[config.mk]
export PLATFORM = sky130hd
export DESIGN_NAME = hub75_bcm_scanner
export DESIGN_NICKNAME = d
export VERILOG_FILES = /design/src/rtl/hub75_bcm_scanner.sv
export SDC_FILE = /design/constraint.sdc
export NUM_CORES = 1
export LEC_CHECK = 0
export ABC_AREA = 1
export CORE_UTILIZATION = 51
export CTS_BUF_LIST = sky130_fd_sc_hd__clkbuf_16
export DETAILED_ROUTE_END_ITERATION = 10
export PLACE_DENSITY = 0.91
export SYNTH_ARGS = -nofsm -noshare
export SYNTH_HDL_FRONTEND = slang
export SYNTH_SLANG_ARGS = --single-unit
[constraint.sdc]
create_clock -name clk -period 2.7 [get_ports clk]
set_clock_uncertainty 0.2 [all_clocks]
set_input_delay 0.405 -clock clk [delete_from_list [all_inputs] [get_ports clk]]
set_output_delay 0.405 -clock clk [all_outputs]
set_load 0.02 [all_outputs]
[src/rtl/hub75_bcm_scanner.sv]
// hub75_bcm_scanner: HUB75 1:ROWS scan driver with binary-coded modulation.
// Each scan row is shifted BPP times, once per bit plane, and every plane is
// shown for BASE_ON<<plane ticks so the panel integrates a BPP-bit intensity.
// Optional build macro BRIGHTNESS_EN adds brightness[7:0], which shortens the
// oe_n low window inside each SHOW period without changing frame timing.
// state_dbg exposes the FSM state (IDLE=0, SHIFT=1, LATCH=2, SHOW=3).
//
// Framebuffer read handshake: fixed latency, no backpressure. fb_re is a
// one-cycle strobe qualifying fb_raddr; fb_rdata_top/bot must be valid on the
// cycle immediately after fb_re and are captured on that cycle only.
module hub75_bcm_scanner #(
  parameter int COLS    = 64,
  parameter int ROWS    = 32,
  parameter int BPP     = 4,
  parameter int CLK_DIV = 4,
  parameter int BASE_ON = 1
) (
  input  logic                                   clk,
  input  logic                                   rst,
  input  logic                                   enable,
`ifdef BRIGHTNESS_EN
  input  logic [7:0]                             brightness,
`endif
  output logic                                   fb_re,
  output logic [$clog2(ROWS)+$clog2(COLS)-1:0]   fb_raddr,
  input  logic [3*BPP-1:0]                       fb_rdata_top,
  input  logic [3*BPP-1:0]                       fb_rdata_bot,
  output logic                                   r0,
  output logic                                   g0,
  output logic                                   b0,
  output logic                                   r1,
  output logic                                   g1,
  output logic                                   b1,
  output logic [$clog2(ROWS)-1:0]                row_addr,
  output logic                                   display_clk,
  output logic                                   latch,
  output logic                                   oe_n,
  output logic                                   frame_done,
  output logic [1:0]                             state_dbg
);

  localparam int CW = $clog2(COLS);
  localparam int RW = $clog2(ROWS);
  localparam int PW = (BPP > 1) ? $clog2(BPP) : 1;
  localparam int DW = $clog2(CLK_DIV);
  localparam int SW = $clog2((BASE_ON << (BPP - 1)) + 1);

  typedef enum logic [1:0] {
    IDLE  = 2'd0,
    SHIFT = 2'd1,
    LATCH = 2'd2,
    SHOW  = 2'd3
  } state_t;

  state_t          state, state_d;
  logic [DW-1:0]   div;
  logic            tick;
  logic [CW-1:0]   col, col_d, ncol;
  logic [RW-1:0]   row, row_d, nrow;
  logic [PW-1:0]   plane, plane_d;
  logic            phase, phase_d;
  logic [SW-1:0]   cnt, cnt_d;
  logic [SW-1:0]   show_len;
  logic            go_shift;
  logic            re_d;

  logic                 fb_re_d, dclk_d, latch_d, oe_n_d, done_d;
  logic [CW+RW-1:0]     raddr_d;
  logic [RW-1:0]        row_addr_d;

  logic [BPP-1:0] r_top, g_top, b_top, r_bot, g_bot, b_bot;

  assign tick      = (div == '0);
  assign show_len  = SW'(BASE_ON) << plane;
  assign state_dbg = state;

  assign r_top = fb_rdata_top[3*BPP-1:2*BPP];
  assign g_top = fb_rdata_top[2*BPP-1:BPP];
  assign b_top = fb_rdata_top[BPP-1:0];
  assign r_bot = fb_rdata_bot[3*BPP-1:2*BPP];
  assign g_bot = fb_rdata_bot[2*BPP-1:BPP];
  assign b_bot = fb_rdata_bot[BPP-1:0];

`ifdef BRIGHTNESS_EN
  logic [7:0]    bright_q;
  logic [SW+7:0] on_prod;
  logic [SW-1:0] on_len;

  // Ticks of real light in the current plane: floor(show_len*brightness/256).
  assign on_prod = (SW+8)'(show_len) * (SW+8)'(bright_q);
  assign on_len  = on_prod[SW+7:8];

  // Brightness is frozen at LATCH entry so one SHOW period uses one value.
  always_ff @(posedge clk or posedge rst) begin
    if (rst) bright_q <= '0;
    else if (tick && (state != LATCH) && (state_d == LATCH)) bright_q <= brightness;
  end
`endif

  // Free-running tick divider; every control change happens when div==0.
  always_ff @(posedge clk or posedge rst) begin
    if (rst)                        div <= '0;
    else if (div == DW'(CLK_DIV-1)) div <= '0;
    else                            div <= div + DW'(1);
  end

  // Capture the current plane's colour bits the cycle after each read strobe.
  always_ff @(posedge clk or posedge rst) begin
    if (rst) begin
      re_d <= 1'b0;
      r0 <= 1'b0; g0 <= 1'b0; b0 <= 1'b0;
      r1 <= 1'b0; g1 <= 1'b0; b1 <= 1'b0;
    end else begin
      re_d <= fb_re;
      if (re_d) begin
        r0 <= r_top[plane]; g0 <= g_top[plane]; b0 <= b_top[plane];
        r1 <= r_bot[plane]; g1 <= g_bot[plane]; b1 <= b_bot[plane];
      end
    end
  end

  // FSM next state plus the registered pin values for the coming tick period.
  always_comb begin
    state_d    = state;
    col_d      = col;
    row_d      = row;
    plane_d    = plane;
    phase_d    = phase;
    cnt_d      = cnt;
    fb_re_d    = 1'b0;
    raddr_d    = fb_raddr;
    dclk_d     = display_clk;
    latch_d    = 1'b0;
    oe_n_d     = 1'b1;
    row_addr_d = row_addr;
    done_d     = 1'b0;
    go_shift   = 1'b0;
    nrow       = row;
    ncol       = '0;

    case (state)
      IDLE: begin
        if (enable) begin
          go_shift = 1'b1;
          nrow     = '0;
          plane_d  = '0;
        end
      end
      SHIFT: begin
        if (!phase) begin
          phase_d = 1'b1;
          dclk_d  = 1'b1;
        end else if (col == CW'(COLS-1)) begin
          state_d    = LATCH;
          dclk_d     = 1'b0;
          latch_d    = 1'b1;
          row_addr_d = row;
        end else begin
          go_shift = 1'b1;
          ncol     = col + CW'(1);
        end
      end
      LATCH: begin
        state_d = SHOW;
        cnt_d   = '0;
      end
      SHOW: begin
        if (cnt == show_len - SW'(1)) begin
          if (plane != PW'(BPP-1)) begin
            plane_d  = plane + PW'(1);
            go_shift = 1'b1;
          end else if (row != RW'(ROWS-1)) begin
            plane_d  = '0;
            nrow     = row + RW'(1);
            go_shift = 1'b1;
          end else begin
            done_d  = 1'b1;
            plane_d = '0;
            row_d   = '0;
            nrow    = '0;
            if (enable) go_shift = 1'b1;
            else        state_d  = IDLE;
          end
        end else begin
          cnt_d = cnt + SW'(1);
        end
      end
      default: state_d = IDLE;
    endcase

    // Entering phase 0 of a pixel: strobe the read and drop the shift clock.
    if (go_shift) begin
      state_d = SHIFT;
      phase_d = 1'b0;
      col_d   = ncol;
      row_d   = nrow;
      fb_re_d = 1'b1;
      raddr_d = {nrow, ncol};
      dclk_d  = 1'b0;
    end

    // Light only while staying in SHOW; the dimmed tail stays blank.
    if (state_d == SHOW) begin
`ifdef BRIGHTNESS_EN
      oe_n_d = (cnt_d >= on_len);
`else
      oe_n_d = 1'b0;
`endif
    end
  end

  // State, counters and panel pins advance on ticks; strobes last one cycle.
  always_ff @(posedge clk or posedge rst) begin
    if (rst) begin
      state       <= IDLE;
      col         <= '0;
      row         <= '0;
      plane       <= '0;
      phase       <= 1'b0;
      cnt         <= '0;
      fb_re       <= 1'b0;
      fb_raddr    <= '0;
      display_clk <= 1'b0;
      latch       <= 1'b0;
      oe_n        <= 1'b1;
      row_addr    <= '0;
      frame_done  <= 1'b0;
    end else begin
      fb_re      <= 1'b0;
      frame_done <= 1'b0;
      if (tick) begin
        state       <= state_d;
        col         <= col_d;
        row         <= row_d;
        plane       <= plane_d;
        phase       <= phase_d;
        cnt         <= cnt_d;
        fb_re       <= fb_re_d;
        fb_raddr    <= raddr_d;
        display_clk <= dclk_d;
        latch       <= latch_d;
        oe_n        <= oe_n_d;
        row_addr    <= row_addr_d;
        frame_done  <= done_d;
      end
    end
  end

endmodule

==> impl_metrics.json, run 1 <==
{
  "grt_pass1_vias": 2195,
  "synth_top_area_cell": "dfrtp_1",
  "worst_pin_slew_ps": 545.3,
  "vias": 2432,
  "postSynthAreaPerCell_um2": 7.820,
  "rrSetupSlack_ps": 290,
  "synthArstFlopShare": 1.000,
  "dieArea_mm2": 0.005569,
  "avgRoutedWirePerCell_um": 12.87,
  "fillCellCount": 410,
  "path_class": "flop to flop",
  "synth_top_area_frac": 0.4000,
  "drc_errors": 0,
  "cts-resized-gates": 0,
  "outcome": "completed",
  "post_cts_buffers": 0,
  "ctsHoldBuffers": 0,
  "synthFlopType": "dfrtp_1",
  "ir_worst_vdd_mv": 0.2764,
  "fin_crit_ps": 2406,
  "viasPerCell": 5.142,
  "fin_crit_sh": 0.8911,
  "root_buffer": "clkbuf_16",
  "reg2reg_from": "plane[1]$_DFFE_PP0P_",
  "grt_max_degree": 45,
  "rr_worst_depth": 12,
  "cts_num_sinks": 44,
  "layout_commonest_cell": "nand2_1",
  "path_clk_slew_ps": 60,
  "synth_cell_type_count": 37,
  "synth_seq_cells": 44,
  "grt_antenna_before_repair": 0,
  "crit_fanout": 8,
  "finalMaxSlewViolations": 0,
  "drive_gt1_frac": 0.09181,
  "firstDrtPassIters": 4,
  "dp_hpwl_um": 4498,
  "track_usage": 0.2288,
  "synth.yosys.warnings": 0,
  "routabilityCongestion": 0.9260,
  "area_growth_pct": 27.81,
  "layout_common_cells": "84 x nand2_1, 55 x clkdlybuf4s50_1, 47 x nor2_1",
  "syn_inst": 344,
  "num_io_pins": 56,
  "power.density_mw_per_mm2": 384.7,
  "cts_tree": "yes",
  "die_h_um": 74.63,
  "slew_headroom": 0.6365,
  "min_path_type": "flop to flop",
  "final_core_util": 0.6732,
  "p_leak_uw": 0.001602,
  "htree_levels": 2,
  "dr.first_iter.drc_count": 95,
  "clock_path_buffers": 2,
  "finalSetupTns_ps": 0,
  "r2r_end": "row[0]$_DFFE_PP0P_",
  "grt_pass1_wl_um": 9556,
  "synth.area.top_cells": "dfrtp_1 40%, nand2_1 12%, nor2_1 6.6%, ha_1 6.0%, o21ai_0 5.4%",
  "max_freq_mhz": 415.6,
  "crit_path_end": "row[0]$_DFFE_PP0P_",
  "die_w_um": 74.63,
  "synth.cell_area_mm2": 0.002690,
  "synth_nets": 384,
  "synth-edff-count": 0,
  "coreArea_mm2": 0.005107,
  "initial_core_util": 0.5267,
  "crit_start": "plane[1]$_DFFE_PP0P_",
  "n_antenna_cell": 0,
  "ant_nets": 0,
  "setup_viol": 0,
  "ys_seq_area_frac": 0.4098,
  "cap_violations": 0,
  "fin_nets": 442,
  "clk_latency_ps": 280,
  "place_area_mm2": 0.003298,
  "rows": 26,
  "rsz0062_at_grt": "false",
  "place.port_buffers": 55,
  "hold_viol": 0,
  "end_kind": "flop",
  "cp.arrival_ps": 2380,
  "numCtsBuffers": 5,
  "crit_required_ps": 2680,
  "start_kind": "flop",
  "grt_overflow": 0,
  "finalWirelength_um": 6089,
  "design_area_mm2": 0.003438
}
-- worst max-delay path, stage by stage, from the launching register on --
cell     delay, ps
dfrtp_1        500
inv_1          190
ha_1           230
nand2_1        100
nand3_4        100
nor2_8         130
nand2_2        110
nor2_4         190
o21ai_1        110
a21oi_1        240
nor2_1          80
nand2_1         60
nand2_1         50
-- flip-flops by register name, summed over array words and instances (netlist names), 2 cells and up --
name / flops
cnt: 4
div: 2
state_dbg: 2
plane: 2
fb_raddr: 11
row_addr: 5
row: 5
-- per-layer routing --
metal / GRT usage / wire length, µm
met1: 0.2595 / 2592
met4: 0.08805 / 87
met3: 0.05622 / 378
met2: 0.4144 / 3030
met5: 0 / 0
-- synth_stat cells (2+ instances only) --
master / instances
o21ai_1: 3
ha_1: 13
nand2_2: 5
clkbuf_1: 4
a31oi_1: 8
nand3b_1: 3
nor3_1: 6
buf_6: 3
dfrtp_1: 43
nand4_1: 4
nand3_4: 2
nor2_1: 47
nand2_1: 84
inv_2: 3
nand2_4: 4
o21ai_0: 29
nand3_1: 17
xor2_1: 2
a21oi_1: 10
inv_1: 36
o211ai_1: 2
-- worst min path at each step --
stage	from	end	slack [ps]	cells past startpoint
floorplan	div[0]$_DFF_PP0_	div[0]$_DFF_PP0_	220	1
global placement	fb_re$_DFF_PP0_	re_d$_DFF_PP0_	210	0
detailed placement	fb_re$_DFF_PP0_	re_d$_DFF_PP0_	210	0
finish	fb_re$_DFF_PP0_	re_d$_DFF_PP0_	220	0
CTS	fb_re$_DFF_PP0_	re_d$_DFF_PP0_	220	0
global route	fb_re$_DFF_PP0_	re_d$_DFF_PP0_	230	0
-- kinds of logic (layout without fill, tap and decap cells) --
kind of cell | after synthesis | after routing | synth area share
adder cells (fa/ha/maj) | 13 | 13 | 0.06047
AO/OA/AOI/OAI | 56 | 56 | 0.1223
AND/OR/NAND/NOR | 179 | 179 | 0.3153
flip-flops | 44 | 44 | 0.4098
multiplexers | 1 | 1 | 0.004186
XOR/XNOR | 2 | 2 | 0.006513
buffers and inverters | 49 | 108 | 0.08139
-- metrics by stage --
step	setup slack (ps)	hold WS (ps)	cells	power (µW)
6_report	294.1	215.4	473	1323
3_5_place_dp	308.2	205.2	465	758.7
5_1_grt	82.42	228.2	473	1361
4_1_cts	295.1	215.5	473	1338
2_1_floorplan	429.1	222.3	344	705.3
3_3_place_gp	371.6	208.0	465	757.7
-- layout make-up --
type	instances	area [µm²]	area share
multi-input cells	251	1369	0.3981
flip-flops and latches	44	1102	0.3206
inverters	40	151.4	0.04403
repair buffers	60	588.1	0.1710
well taps	70	87.58	0.02547
clock buffers	5	125.1	0.03639
clock inverters	3	15.01	0.004367
-- report_power, final --
part	switching, µW	internal [µW]	total [µW]
Clock	241	336	577
Combinational	32.8	46.8	79.6
Sequential	2.21	664	666
Total	276	1050	1320
Power figures use the tool's default switching activity.
==> run 2, diff against run 1 <==
--- a/config.mk
+++ b/config.mk
@@ -10,6 +10,7 @@
 export CTS_BUF_LIST = sky130_fd_sc_hd__clkbuf_16
 export DETAILED_ROUTE_END_ITERATION = 10
 export PLACE_DENSITY = 0.91
+export REMOVE_ABC_BUFFERS = 1
 export SYNTH_ARGS = -nofsm -noshare
 export SYNTH_HDL_FRONTEND = slang
 export SYNTH_SLANG_ARGS = --single-unit
==> run 2 against run 1 <==
  * Combinational power up 0.9%
  * Clock-buffer cell count is the same
  * Sequential power about the same
  * Total power shrank 0.27%
  * First-iteration DRC count increased by 31%
  * Critical path type unchanged
==> impl_metrics.json, run 2 (same netlist as run 1, synthesis figures left out) <==
{
  "rr_worst_depth": 14,
  "crit_path_end": "row[0]$_DFFE_PP0P_",
  "regMostFlops": "fb_raddr",
  "combPwrFrac": 0.061,
  "start_kind": "flop",
  "clock_path_buffers": 2,
  "power.total_uw": 1319,
  "path_clk_slew_ps": 60,
  "ir_worst_vdd_mv": 0.3430,
  "place.port_buffers": 55,
  "timing.hold.ws_ps": 219.4,
  "dieArea_mm2": 0.005569,
  "drc_errors": 0,
  "layout_commonest_cell": "nand2_1",
  "grt_pass1_vias": 2371,
  "grt_overflow": 0,
  "pwr-share-seq": 0.505,
  "min_path_type": "flop to flop",
  "numCtsBuffers": 5,
  "cp.arrival_ps": 2460,
  "hp-start": "fb_re$_DFF_PP0_",
  "setup_viol": 0,
  "num_io_pins": 56,
  "initial_core_util": 0.5267,
  "die_w_um": 74.63,
  "layout_common_cells": "84 x nand2_1, 55 x clkdlybuf4s50_1, 47 x nor2_1",
  "largest_register_ffs": 11,
  "cap_violations": 0,
  "crit_start": "row[0]$_DFFE_PP0P_",
  "fin_crit_sh": 0.9015,
  "routabilityCongestion": 1.003,
  "ctsHoldBuffers": 0,
  "power.density_mw_per_mm2": 383.7,
  "die_h_um": 74.63,
  "clkPwrFrac": 0.434,
  "swShare": 0.2066,
  "htree_levels": 2,
  "dp_hpwl_um": 4529,
  "root_buffer": "clkbuf_16",
  "p_switching_uw": 272.6,
  "final_core_util": 0.6732,
  "grt_pass1_wl_um": 10150,
  "max_freq_mhz": 410.8,
  "worst_pin_slew_ps": 542.8,
  "r2r_end": "row[0]$_DFFE_PP0P_",
  "ant_nets": 0,
  "rsz0062_at_grt": "false",
  "grt_antenna_before_repair": 0,
  "rrSetupSlack_ps": 270,
  "rows": 26,
  "largestRegisters": "fb_raddr: 11 flops, row: 5 flops, row_addr: 5 flops",
  "grt_max_degree": 45,
  "finalSetupTns_ps": 0,
  "hold_viol": 0,
  "cts-resized-gates": 0,
  "n_antenna_cell": 0,
  "reg2reg_from": "row[0]$_DFFE_PP0P_",
  "stdcell_count": 473,
  "path_class": "flop to flop",
  "avgRoutedWirePerCell_um": 13.26,
  "slew_headroom": 0.6381,
  "intPower_uw": 1047,
  "crit_fanout": 15,
  "clk_latency_ps": 280,
  "end_kind": "flop",
  "firstDrtPassIters": 5,
  "fin_nets": 442,
  "crit_required_ps": 2720,
  "dr.first_iter.drc_count": 124,
  "outcome": "completed",
  "cts_num_sinks": 44,
  "vias": 2505,
  "viasPerCell": 5.296,
  "finalMaxSlewViolations": 0,
  "cts_tree": "yes",
  "drive_gt1_frac": 0.09181,
  "post_cts_buffers": 0,
  "fin_crit_ps": 2434,
  "track_usage": 0.2396,
  "p_leak_uw": 0.001598,
  "finalWirelength_um": 6270,
  "dp_cells": 465,
  "area_growth_pct": 27.81,
  "coreArea_mm2": 0.005107
}
-- run 2: cell types whose count changed in the layout (fill, tap and decap cells not counted), sizes merged --
cell,delta
inv,-1
clkinv,+1
-- run 2: worst min path at each step --
stage | end | slack [ps] | cells after the start
3_5_place_dp | re_d$_DFF_PP0_ | 210 | 0
6_report | re_d$_DFF_PP0_ | 220 | 0
4_1_cts | re_d$_DFF_PP0_ | 220 | 0
5_1_grt | re_d$_DFF_PP0_ | 240 | 0
3_3_place_gp | re_d$_DFF_PP0_ | 210 | 0
2_1_floorplan | div[0]$_DFF_PP0_ | 220 | 1
-- run 2: metal layers --
| layer | wire (µm) | vias to the layer above | part of all wire | global-route usage |
|---|---|---|---|---|
| li1 | - | 1235 | - | - |
| met1 | 2616 | 1164 | 0.42 | 0.2775 |
| met4 | 135 | 0 | 0.022 | 0.09224 |
| met2 | 3063 | 92 | 0.49 | 0.4274 |
| met5 | 0 | - | 0 | 0 |
| met3 | 456 | 14 | 0.073 | 0.05890 |
-- run 2: through the flow --
stage	setup WS, ps	area (µm²)
2_1_floorplan	385.1	2623
3_3_place_gp	343.4	3298
3_5_place_dp	271.5	3298
4_1_cts	283.8	3438
5_1_grt	44.87	3438
6_report	266.0	3438
-- run 2: power by group through the flow --
| stage | combinational, µW | sequential (µW) | clock (µW) |
|---|---|---|---|
| after floorplan | 21.1 | 684 | 0 |
| after global placement | 79.4 | 678 | 0 |
| after detailed placement | 81.4 | 678 | 0 |
| after CTS | 81.6 | 666 | 583 |
| after global routing | 89.3 | 666 | 612 |
| final | 80.3 | 667 | 572 |
-- run 2: final cells by class --
type	count	area, µm²
clock buffer	5	125.1
clock inverter	3	15.01
timing repair buffer	60	588.1
fill	430	1669
multi-input combinational	251	1369
inverter	40	151.4
tap	70	87.58
sequential	44	1102
-- run 2: worst max-delay path: stages (launching register included) --
cell      delay [ps]
dfrtp_1          420
ha_1             230
nand2_1           90
nor2_1            50
ha_1             240
nand3_1          110
nand2_1           60
nand3b_4         170
nand2_4          100
nand3_4          160
clkinv_2         210
nand2_1          110
nor2_1           110
nand2_1           60
nand2_1           60
